File: config.mk
export PLATFORM = sky130hd
export DESIGN_NAME = interrupt_controller
export DESIGN_NICKNAME = d
export VERILOG_FILES = /design/src/rtl/interrupt_controller.sv
export SDC_FILE = /design/constraint.sdc
export NUM_CORES = 1
export LEC_CHECK = 0
export ABC_AREA = 1
export ABC_CLOCK_PERIOD_IN_PS = 3600
export BUFFER_PORTS_ARGS = -buffer_cell sky130_fd_sc_hd__buf_2
export CORE_ASPECT_RATIO = 1.2
export CORE_MARGIN = 5
export CORE_UTILIZATION = 30
export CTS_BUF_LIST = sky130_fd_sc_hd__clkbuf_4
export CTS_CLUSTER_DIAMETER = 150
export CTS_CLUSTER_SIZE = 8
export DETAILED_ROUTE_END_ITERATION = 6
export MAX_ROUTING_LAYER = met4
export PLACE_DENSITY = 0.62
export SLEW_MARGIN = 5
export SYNTH_ARGS = -nofsm -noshare
export SYNTH_HDL_FRONTEND = slang
export SYNTH_SLANG_ARGS = --single-unit
File: constraint.sdc
create_clock -name Clock -period 3.6 [get_ports Clock]
set_input_delay 0.36 -clock Clock [delete_from_list [all_inputs] [get_ports Clock]]
set_output_delay 0.36 -clock Clock [all_outputs]
set_load 0.05 [all_outputs]
File: src/rtl/interrupt_controller.sv
// Fixed-priority interrupt controller: edge-captured pending bits, CR/IER/IPR/EOI/STAT registers,
// single request to the CPU with request/ack/end-of-interrupt handshake (index 0 is highest priority).
module interrupt_controller #(
  parameter int NUM_SRC = 8,
  parameter int ID_W    = 4
) (
  input  logic               Clock,
  input  logic               Reset,
  input  logic [NUM_SRC-1:0] IrqIn,
  input  logic [3:0]         RegAddress,
  input  logic               BlockSelect,
  input  logic               WrEn,
  input  logic [31:0]        WrData,
  output logic [31:0]        RdData,
  output logic               IntReq,
  output logic [ID_W-1:0]    IntId,
  input  logic               IntAck
);

  typedef enum logic [1:0] {
    ST_IDLE = 2'd0,
    ST_REQ  = 2'd1,
    ST_SERV = 2'd2
  } state_t;

  localparam logic [3:0] ADDR_CR   = 4'd0;
  localparam logic [3:0] ADDR_IER  = 4'd1;
  localparam logic [3:0] ADDR_IPR  = 4'd2;
  localparam logic [3:0] ADDR_EOI  = 4'd3;
  localparam logic [3:0] ADDR_STAT = 4'd4;

  state_t             state_q, state_d;
  logic               gie_q, gie_d;
  logic [NUM_SRC-1:0] ier_q, ier_d;
  logic [NUM_SRC-1:0] ipr_q, ipr_d;
  logic [NUM_SRC-1:0] irq_prev_q, irq_prev_d;
  logic [ID_W-1:0]    int_id_q, int_id_d;

  logic               wr_en;
  logic [NUM_SRC-1:0] irq_rise;
  logic [NUM_SRC-1:0] ipr_w1c;
  logic [NUM_SRC-1:0] ack_clr;
  logic [NUM_SRC-1:0] req_vec;
  logic [ID_W-1:0]    sel_id;
  logic               unused_wr_dat;

  assign unused_wr_dat = &{1'b0, WrData};

  always_comb begin
    wr_en      = BlockSelect & WrEn;
    gie_d      = gie_q;
    ier_d      = ier_q;
    irq_prev_d = IrqIn;
    int_id_d   = int_id_q;
    state_d    = state_q;
    ipr_w1c    = '0;
    ack_clr    = '0;
    irq_rise   = IrqIn & ~irq_prev_q;
    req_vec    = ipr_q & ier_q;

    if (wr_en && RegAddress == ADDR_CR)  gie_d   = WrData[0];
    if (wr_en && RegAddress == ADDR_IER) ier_d   = WrData[NUM_SRC-1:0];
    if (wr_en && RegAddress == ADDR_IPR) ipr_w1c = WrData[NUM_SRC-1:0];

    // Descending scan so the lowest set index is the one left in sel_id.
    sel_id = '0;
    for (int i = NUM_SRC - 1; i >= 0; i--) begin
      if (req_vec[i]) sel_id = ID_W'(i);
    end

    case (state_q)
      ST_IDLE: begin
        if (gie_q && (|req_vec)) begin
          int_id_d = sel_id;
          state_d  = ST_REQ;
        end
      end
      ST_REQ: begin
        if (IntAck) begin
          ack_clr = NUM_SRC'(1) << int_id_q;
          state_d = ST_SERV;
        end
      end
      ST_SERV: begin
        if (wr_en && RegAddress == ADDR_EOI) state_d = ST_IDLE;
      end
      default: state_d = ST_IDLE;
    endcase

    // A new edge outranks any clear landing on the same bit in the same cycle.
    ipr_d = (ipr_q & ~ipr_w1c & ~ack_clr) | irq_rise;
  end

  always_ff @(posedge Clock or negedge Reset) begin
    if (!Reset) begin
      state_q    <= ST_IDLE;
      gie_q      <= 1'b0;
      ier_q      <= '0;
      ipr_q      <= '0;
      irq_prev_q <= '0;
      int_id_q   <= '0;
    end else begin
      state_q    <= state_d;
      gie_q      <= gie_d;
      ier_q      <= ier_d;
      ipr_q      <= ipr_d;
      irq_prev_q <= irq_prev_d;
      int_id_q   <= int_id_d;
    end
  end

  assign IntReq = (state_q == ST_REQ);
  assign IntId  = int_id_q;

  always_comb begin
    RdData = '0;
    if (BlockSelect) begin
      case (RegAddress)
        ADDR_CR:   RdData[0] = gie_q;
        ADDR_IER:  RdData[NUM_SRC-1:0] = ier_q;
        ADDR_IPR:  RdData[NUM_SRC-1:0] = ipr_q;
        ADDR_STAT: begin
          RdData[1:0]      = state_q;
          RdData[ID_W+3:4] = int_id_q;
        end
        default:   RdData = '0;
      endcase
    end
  end

endmodule

# After elaboration in Yosys (flattened, before gate mapping)
# Cells that the tools add are included.
[classes]
reduce_logical = 10
n_eq_ne = 9
n_mux = 20
bitwise_logic = 9
n_shift = 1
[ops]
columns = ["cell", "n"]
rows = [
  ["$and A8 B8 Y8", 4],
  ["$mux W8", 4],
  ["$mux W4", 7],
  ["$not A8 Y8", 3],
  ["$pmux W4 S3", 1],
  ["$eq A4 B2 Y1 const B", 2],
  ["$or A8 B8 Y8", 1],
  ["$reduce_or A8 Y1", 1],
  ["$shl A1 B4 Y8 const A", 1],
  ["$mux W2", 3],
  ["$pmux W2 S3", 1],
  ["$logic_and A1 B1 Y1", 5],
  ["$eq A4 B1 Y1 const B", 1],
  ["$eq A4 B3 Y1 const B", 1],
  ["$logic_not A4 Y1", 1],
  ["$ne A2 B2 Y1 const B", 2],
  ["$pmux W1 S4", 1],
  ["$pmux W2 S2", 1],
  ["$mux W3", 1],
  ["$pmux W1 S3", 1],
  ["$reduce_and A3 Y1", 1],
  ["$eq A2 B1 Y1 const B", 1],
  ["$eq A2 B2 Y1 const B", 1],
  ["$logic_not A2 Y1", 1],
  ["other kinds (3)", 3],
]
[word_totals]
input_bits = 49
elab_cells = 55
output_inout_bits = 37
ff_bits = 31

# Longest topological paths before layout
# Gate-level depths: netlist of the first run.
[logic_depth]
ltp_word = 9
depth_mapped = 9
ltp_nobuf = 9

# Worst setup path after synthesis of the first run
# No wires, ideal clock.
[synth_path]
kind = "input to output"
start = "input RegAddress[3]"
end = "output RdData[7]"
required_ns = 3.240
path_buffers = 1
t_arrival_ns = 1.860
path_stages = 6
slack_ns = 1.380
cell_sequence = "inv_1 nand2_1 nor3_4 buf_6 nand2_1 a21oi_1"
[synth_via]
elab_chain_len = 3
word_cells_on_any_way = 5
classes_between = "eq/ne: 3; mux: 2"
[synth_lines]
columns = ["item", "line", "source"]
rows = [
  ["start, declared", "10", "input logic [3:0] RegAddress,"],
  ["$eq A4 B3 Y1, or another cell as far along", "118", "case (RegAddress)"],
  ["$pmux W4 S3 (*)", "118", ""],
  ["$mux W8 (*)", "117", "if (BlockSelect) begin"],
  ["end, declared", "14", "output logic [31:0] RdData,"],
]
# Every way passes the cells marked *; elsewhere a longest branch is shown, timed or not.

# Worst setup path after layout of the first run
[layout_path]
start = "input RegAddress[3]"
end = "output RdData[5]"
# The elaborated chain is that of the path after synthesis.

==> results.md, run 1 <==
- Final ANT Viol Nets: 0
- Startpoint types: input pin
- Syn-to-layout area delta: 11.9%
- Synth Area in Compound Gates: 0.0877
- Vias per std cell: approximately 4.6
- Cell Rows: 30
- CTS tree: done
- Seq/Total Area, Yosys: 0.438
- I/O pin total: 86
- Worst Skew: 0.00560 ns
- FF+latch area: ~750 um^2
- Die area: 7330 um^2
- All-Layer GR Usage: 0.125
- Vias: 1522
- Drt first pass iters: 4
- Worst slew margin: 0.549
- Final wirelength: 4120 um
- Final worst-path setup slack: 1.32 ns
- Worst-path clk slew: 0.09 ns
- Critical path's most frequent cell: nand2_1
- Min Tclk post-route: roughly 2.3 ns
- Mux contribution to synthesized area: 0
- Post-synth ARST share: 1.00
- Outcome: completed
- Post-synth EDFFs: 0
- Filler instances: 616
- Combinational family with the most area after synthesis: simple AND/OR/NAND/NOR gates
- Final nets: 318
- Logic pwr share: 0.361
- GP Congestion: around 0.8
- Period utilization: 0.634
- Crit-path cells: buf_2, inv_1, nand2_1, nor3_4, nand2_1, o211ai_1, nand2_1, inv_1, buf_2
- Skew-Pair Late Insertion Delay: 0.33 ns
- Post-Syn Instances: 228
- Pre-CTS WS: ~1.3 ns
- R2r setup slk: 2.19 ns
- Synth area leaders: dfrtp_1 44%, nand2_1 18%, buf_4 11%
- Vias in the first global route: 1509
- Net Sw Frac: 0.437
- Total clock buffers created by CTS: 5
- Largest net degree at the start of global routing: 31
- RR Startpoint: state_q[1]
- Cell-internal power: around 0.00058 W
- Worst path max stage delay: 0.56 ns
- Count leader, synth: nand2_1
- Die Y: around 93 um
- Core area: about 5600 um^2
- Clk sinks: 30
- Max VDD drop: 0.233 mV
- Synth cell count leaders: 82 x nand2_1, 30 x dfrtp_1, 26 x inv_1
- Simple-Gate Fraction of Synth Area: 0.294
- Post-Synth Adder-Cell Area: 0
- RSZ-0062 raised after global routing: no
- Layout cells sized above 1: 0.178
- Routed length per instance: approximately 12 um
- Sequential power share: 0.446
- Critical Path RT: 3.24 ns
- Mapped cell area: 1710 um^2
- Clock root cell: clkbuf_4
- Post-CTS sizing: 0
- Synthesis Warnings: 0
- Synth area leader: dfrtp_1
- DRC violations left: 0
- Antenna violations before repair: 0
- Die Wd: 79.0 um
- Max-cap viol count: 0
- Total of flip-flops plus latches after synthesis: 30
- Setup TNS: 0 ns
- DP Wirelength: 3260 um
- First-pass GRT wire length: just under 7000 um
- Mean cell area of the mapped netlist: around 7.5 um^2
- Reg-to-reg endpoint: IntId[1]
- Post-Synth XOR/XNOR Area: 0
- Hold Fails Final Rpt: 0
- Initial Util: 0.306
- GRT Residual Overflow: 0
- CP max FO: 16
- Initial DRC Count: 91
- Yosys cell types: 21
- F_max: 0.438 GHz
- Least-Margin Pin Slew: 0.676 ns
- Post-CTS Setup Bufs: 0
- Clock group share of total power: 0.193
- Ys flop type: dfrtp_1
- WP data arrival: 1.92 ns
- Critical setup path kind: in -> out
- Crit path buf inv count: 4
- Sw power: 0.000449 W
- CTS Buffer Depth: 2
- # hold bufs at CTS: 0
- Slowest cell on crit path: nor3_4
- Max Slew Vio Count: 0
- Critical path's top delay family: simple AND/OR/NAND/NOR gates
- Multi-input logic area: 748 um^2
- Power density cells: 536 nW/um^2
- Hold Path Class: in -> async
- Synth top area share: 0.438
- Worst setup EP type: primary output
- Reg2Reg Depth: 5
- Final setup vio count: 0
- H-tree depth: 2
- Leak pwr: 1.06 nW
- Port Buf Inserts: 36
- ANT cells: 0
worst max path at each step:
stage,from,endpoint,slack (ns),cells past startpoint
after floorplan,RegAddress[3],RdData[7],1.38,6
after global placement,RegAddress[3],RdData[5],1.35,9
after detailed placement,RegAddress[3],RdData[5],1.31,9
after CTS,RegAddress[3],RdData[5],1.31,9
after global routing,RegAddress[3],RdData[5],1.12,9
final,RegAddress[3],RdData[5],1.32,9
placed cells by master, fill, tap and decap left out, types with 2 or more instances in the layout:
master / Yosys / final
nand3_1: 17 / 17
buf_2: 0 / 36
o211ai_1: 4 / 4
conb_1: 1 / 25
nand2_1: 82 / 82
nor3_1: 2 / 2
a21oi_1: 5 / 5
o21ai_1: 2 / 2
o21ai_0: 14 / 14
dfrtp_1: 30 / 30
nor2_1: 9 / 9
nor3_4: 3 / 3
clkbuf_4: 0 / 7
inv_1: 26 / 26
state kept, by name, summed over array words and instances (netlist names):
register    count
ier_q           8
ipr_q           8
irq_prev_q      8
IntId           3
state_q         2
gie_q           1
metal layers:
layer | track usage | vias to the layer above | wire [um]
li1 | - | 751 | -
met1 | 0.146 | 703 | 1680
met2 | 0.207 | 61 | 2000
met3 | 0.0311 | 7 | 377
met4 | 0.0473 | 0 | 73
met5 | - | - | 0
worst reg2reg max path: cells and delay by family (launching register included):
family,cells,cell delay [ns]
AND/OR/NAND/NOR,3,0.59
flip-flops,1,0.43
AO/OA/AOI/OAI,2,0.26
per-stage QoR:
| stage | power (W) | util | std cells | hold slack (ns) | area [um^2] |
|---|---|---|---|---|---|
| after floorplan | 0.000758 | - | 252 | 0.0644 | 1800 |
| after global placement | 0.000834 | 0.333 | 326 | 0.394 | 1860 |
| after detailed placement | 0.000840 | 0.333 | 326 | 0.402 | 1860 |
| after CTS | 0.00104 | 0.343 | 333 | 0.0685 | 1920 |
| after global routing | 0.00111 | 0.343 | 333 | 0.0836 | 1920 |
| final | 0.00103 | 0.343 | 333 | 0.0584 | 1920 |
layout make-up:
cell class | instances | area share
multi-input cells | 168 | 0.390
repair buffers | 36 | 0.0940
flip-flops and latches | 30 | 0.392
well taps | 64 | 0.0418
clock buffers | 7 | 0.0274
inverters | 28 | 0.0548
power groups by stage:
stage / registers, W / logic [W] / clock network, W
3_3_place_gp: 0.000463 / 0.000371 / 0
2_1_floorplan: 0.000500 / 0.000258 / 0
3_5_place_dp: 0.000465 / 0.000375 / 0
6_report: 0.000458 / 0.000371 / 0.000198
5_1_grt: 0.000470 / 0.000414 / 0.000224
4_1_cts: 0.000459 / 0.000376 / 0.000207
logic make-up (layout without fill, tap and decap cells):
logic type,Yosys count,in the layout
AND/OR/NAND/NOR,116,116
AO/OA/AOI/OAI,27,27
buffers and inverters,54,71
flip-flops,30,30
other,1,25
(Power assumes the default switching activity.)
==> run 2: changes to the inputs <==
--- a/config.mk
+++ b/config.mk
@@ -5,8 +5,8 @@
 export SDC_FILE = /design/constraint.sdc
 export NUM_CORES = 1
 export LEC_CHECK = 0
-export ABC_AREA = 1
-export ABC_CLOCK_PERIOD_IN_PS = 3600
+export ABC_AREA = 0
+export ABC_CLOCK_PERIOD_IN_PS = 2300
 export BUFFER_PORTS_ARGS = -buffer_cell sky130_fd_sc_hd__buf_2
 export CORE_ASPECT_RATIO = 1.2
 export CORE_MARGIN = 5
==> constraint.sdc (replaced) <==
create_clock -name Clock -period 2.3 [get_ports Clock]
set_input_delay 0.23 -clock Clock [delete_from_list [all_inputs] [get_ports Clock]]
set_output_delay 0.23 -clock Clock [all_outputs]
set_load 0.05 [all_outputs]
==> run 2 against run 1 <==
Net effect:
- non-clock buffer count is 6 higher
- critical path depth down 4
- sequential cell count did not move
- total power up 66%
- sequential share of layout area fell by 1.9 points
- via count down 11%
- die area increased by 2.4%
- setup slack got worse by 0.88 ns
- clock skew about the same
- global-route usage is 0.73 points lower
- synthesized area increased by 2.7%
- clock-buffer cell count decreased by 1
- critical endpoint is now RdData[4]
==> results.md, run 2 <==
- Outcome: completed
- Pre-CTS WS: 0.433 ns
- Syn-to-layout area delta: 14.6%
- Post-synth ARST share: 1.00
- Post-synth EDFFs: 0
- Initial DRC Count: 84
- CP max FO: 9
- Filler instances: 606
- Clk sinks: 30
- Largest net degree at the start of global routing: 31
- Ys flop type: dfrtp_1
- CTS Buffer Depth: 2
- Synthesis Warnings: 0
- Vias per std cell: approximately 4.7
- Most common cell after layout, fill and taps aside: buf_2
- Max VDD drop: 0.313 mV
- Drt first pass iters: 4
- Count leader, synth: dfrtp_1
- Final ANT Viol Nets: 0
- Final nets: 259
- Synth area leader: dfrtp_1
- Sw power: 0.000738 W
- Mux contribution to synthesized area: 0.0804
- Worst setup EP type: primary output
- Clock root cell: clkbuf_4
- Post-Synth Adder-Cell Area: 0.00569
- Net Sw Frac: 0.433
- Max Slew Vio Count: 0
- Vias: around 1400
- F_max: between 0.5 and 0.6 GHz
- Worst-path clk slew: 0.09 ns
- GRT Residual Overflow: 0
- Die Wd: 79.9 um
- Antenna violations before repair: 0
- Critical Path RT: 2.07 ns
- ANT cells: 0
- Core area: 5670 um^2
- Least-Margin Pin Slew: between 0.6 and 0.7 ns
- Synth area leaders: dfrtp_1 43%, buf_4 11%, a22oi_1 7.3%
- DRC violations left: 0
- Hold Path Class: in -> reg
- Sequential power share: 0.458
- All-Layer GR Usage: 0.118
- Worst slew margin: 0.547
- Post-CTS Setup Bufs: 0
- Combinational family with the most area after synthesis: compound AO/OA/AOI/OAI gates
- I/O pin total: 86
- # hold bufs at CTS: 1
- Power density cells: 845 nW/um^2
- Port Buf Inserts: 36
- Min Tclk post-route: 1.86 ns
- Skew-Pair Late Insertion Delay: between 0.3 and 0.4 ns
- Leak pwr: 0.974 nW
- Final setup vio count: 0
- Cell Rows: 30
- Cell-internal power: between 0.0009 and 0.001 W
- Total of flip-flops plus latches after synthesis: 30
- Leading cell types in the layout, fill and taps excluded: 36 x buf_2, 30 x dfrtp_1, 25 x conb_1
- Hold Path Stages: 1
- Yosys cell types: 33
- Seq/Total Area, Yosys: 0.427
- Post-Syn Instances: between 150 and 200
- Synth Area in Compound Gates: 0.196
- First-pass GRT wire length: 6570 um
- Max-cap viol count: 0
- Synth top area share: 0.427
- Layout cells sized above 1: 0.270
- DP Wirelength: 3210 um
- WP data arrival: 1.63 ns
- Post-CTS sizing: 0
- Hold WS: 0.0250 ns
- Logic pwr share: 0.362
- Largest regs: ier_q (8), ipr_q (8), irq_prev_q (8)
- H-tree depth: 2
- Worst Setup SP: RegAddress[1]
- Final worst-path setup slack: between 0.4 and 0.5 ns
- Initial Util: 0.310
- Period utilization: 0.808
- Reg2Reg Depth: 4
- Die area: 7500 um^2
- Total clock buffers created by CTS: 5
- Min-Delay Startpoint: IrqIn[2]
- Vias in the first global route: 1333
- Mapped cell area: 1760 um^2
- RSZ-0062 raised after global routing: no
- Mean cell area of the mapped netlist: around 11 um^2
- Simple-Gate Fraction of Synth Area: 0.139
- CTS tree: done
- Setup TNS: 0 ns
- Synth cell count leaders: 30 x dfrtp_1, 26 x buf_4, 17 x a22oi_1
- Hold Fails Final Rpt: 0
- Post-Synth XOR/XNOR Area: 0
- Final wirelength: around 4200 um
- Critical setup path kind: in -> out
- Routed length per instance: between 10 and 15 um
- Die Y: 93.9 um
- Worst Skew: between 0.006 and 0.007 ns
- Clock group share of total power: 0.180
- RR Startpoint: state_q[1]
- GP Congestion: 0.815
- Startpoint types: input pin
## run 2: routing by layer
metal,vias to the layer above,GRT usage,routed length (um)
met4,0,0.0493,48
li1,648,-,-
met2,48,0.175,1970
met5,-,-,0
met1,659,0.152,1960
met3,5,0.0298,260
## run 2: kinds of logic after synthesis
| kind of cell | Yosys count |
|---|---|
| buffers and inverters | 40 |
| and+or+nand+nor | 40 |
| DFF | 30 |
| adders and majority gates | 1 |
| muxes | 10 |
| other | 1 |
| AOI/OAI and AO/OA | 45 |
## run 2: worst paths after layout
kind / to / slack, ns
setup / recovery: RdData[4] / 0.44
hold / removal: irq_prev_q[2] / 0.02
setup reg to reg: ipr_q[3] / 0.88
hold reg to reg: gie_q / 0.55
max in group asynchronous: irq_prev_q[5] / 1.40
min in group asynchronous: IntId[1] / 0.47
## run 2: critical path, stage by stage
cell,delay [ns]
buf_2,0.19
and2b_1,0.26
o311ai_0,0.61
nor2_1,0.11
buf_2,0.24
## run 2: layout make-up
type | instances | area, um^2 | share of cell area
Timing Repair Buffer | 42 | 235 | 0.117
Multi-Input combinational cell | 121 | 838 | 0.416
Inverter | 10 | 37.5 | 0.0186
Sequential cell | 30 | 751 | 0.372
Tap cell | 80 | 100 | 0.0497
Clock buffer | 6 | 45.0 | 0.0223
Clock inverter | 2 | 8.76 | 0.00435
## run 2: power by group through the flow
stage               logic (W)  registers, W  clock network [W]
floorplan            0.000436      0.000820                  0
global placement     0.000611      0.000785                  0
detailed placement   0.000614      0.000789                  0
CTS                  0.000618      0.000778           0.000320
global route         0.000670      0.000796           0.000347
finish               0.000617      0.000780           0.000307
## run 2: per-stage QoR
stage / utilization / total power (W) / instances / instance area (um^2)
final: 0.356 / 0.00170 / 291 / 2020
after global routing: 0.356 / 0.00181 / 291 / 2020
after CTS: 0.350 / 0.00172 / 288 / 1990
after detailed placement: 0.339 / 0.00140 / 279 / 1920
after global placement: 0.339 / 0.00140 / 279 / 1920
after floorplan: - / 0.00126 / 191 / 1850
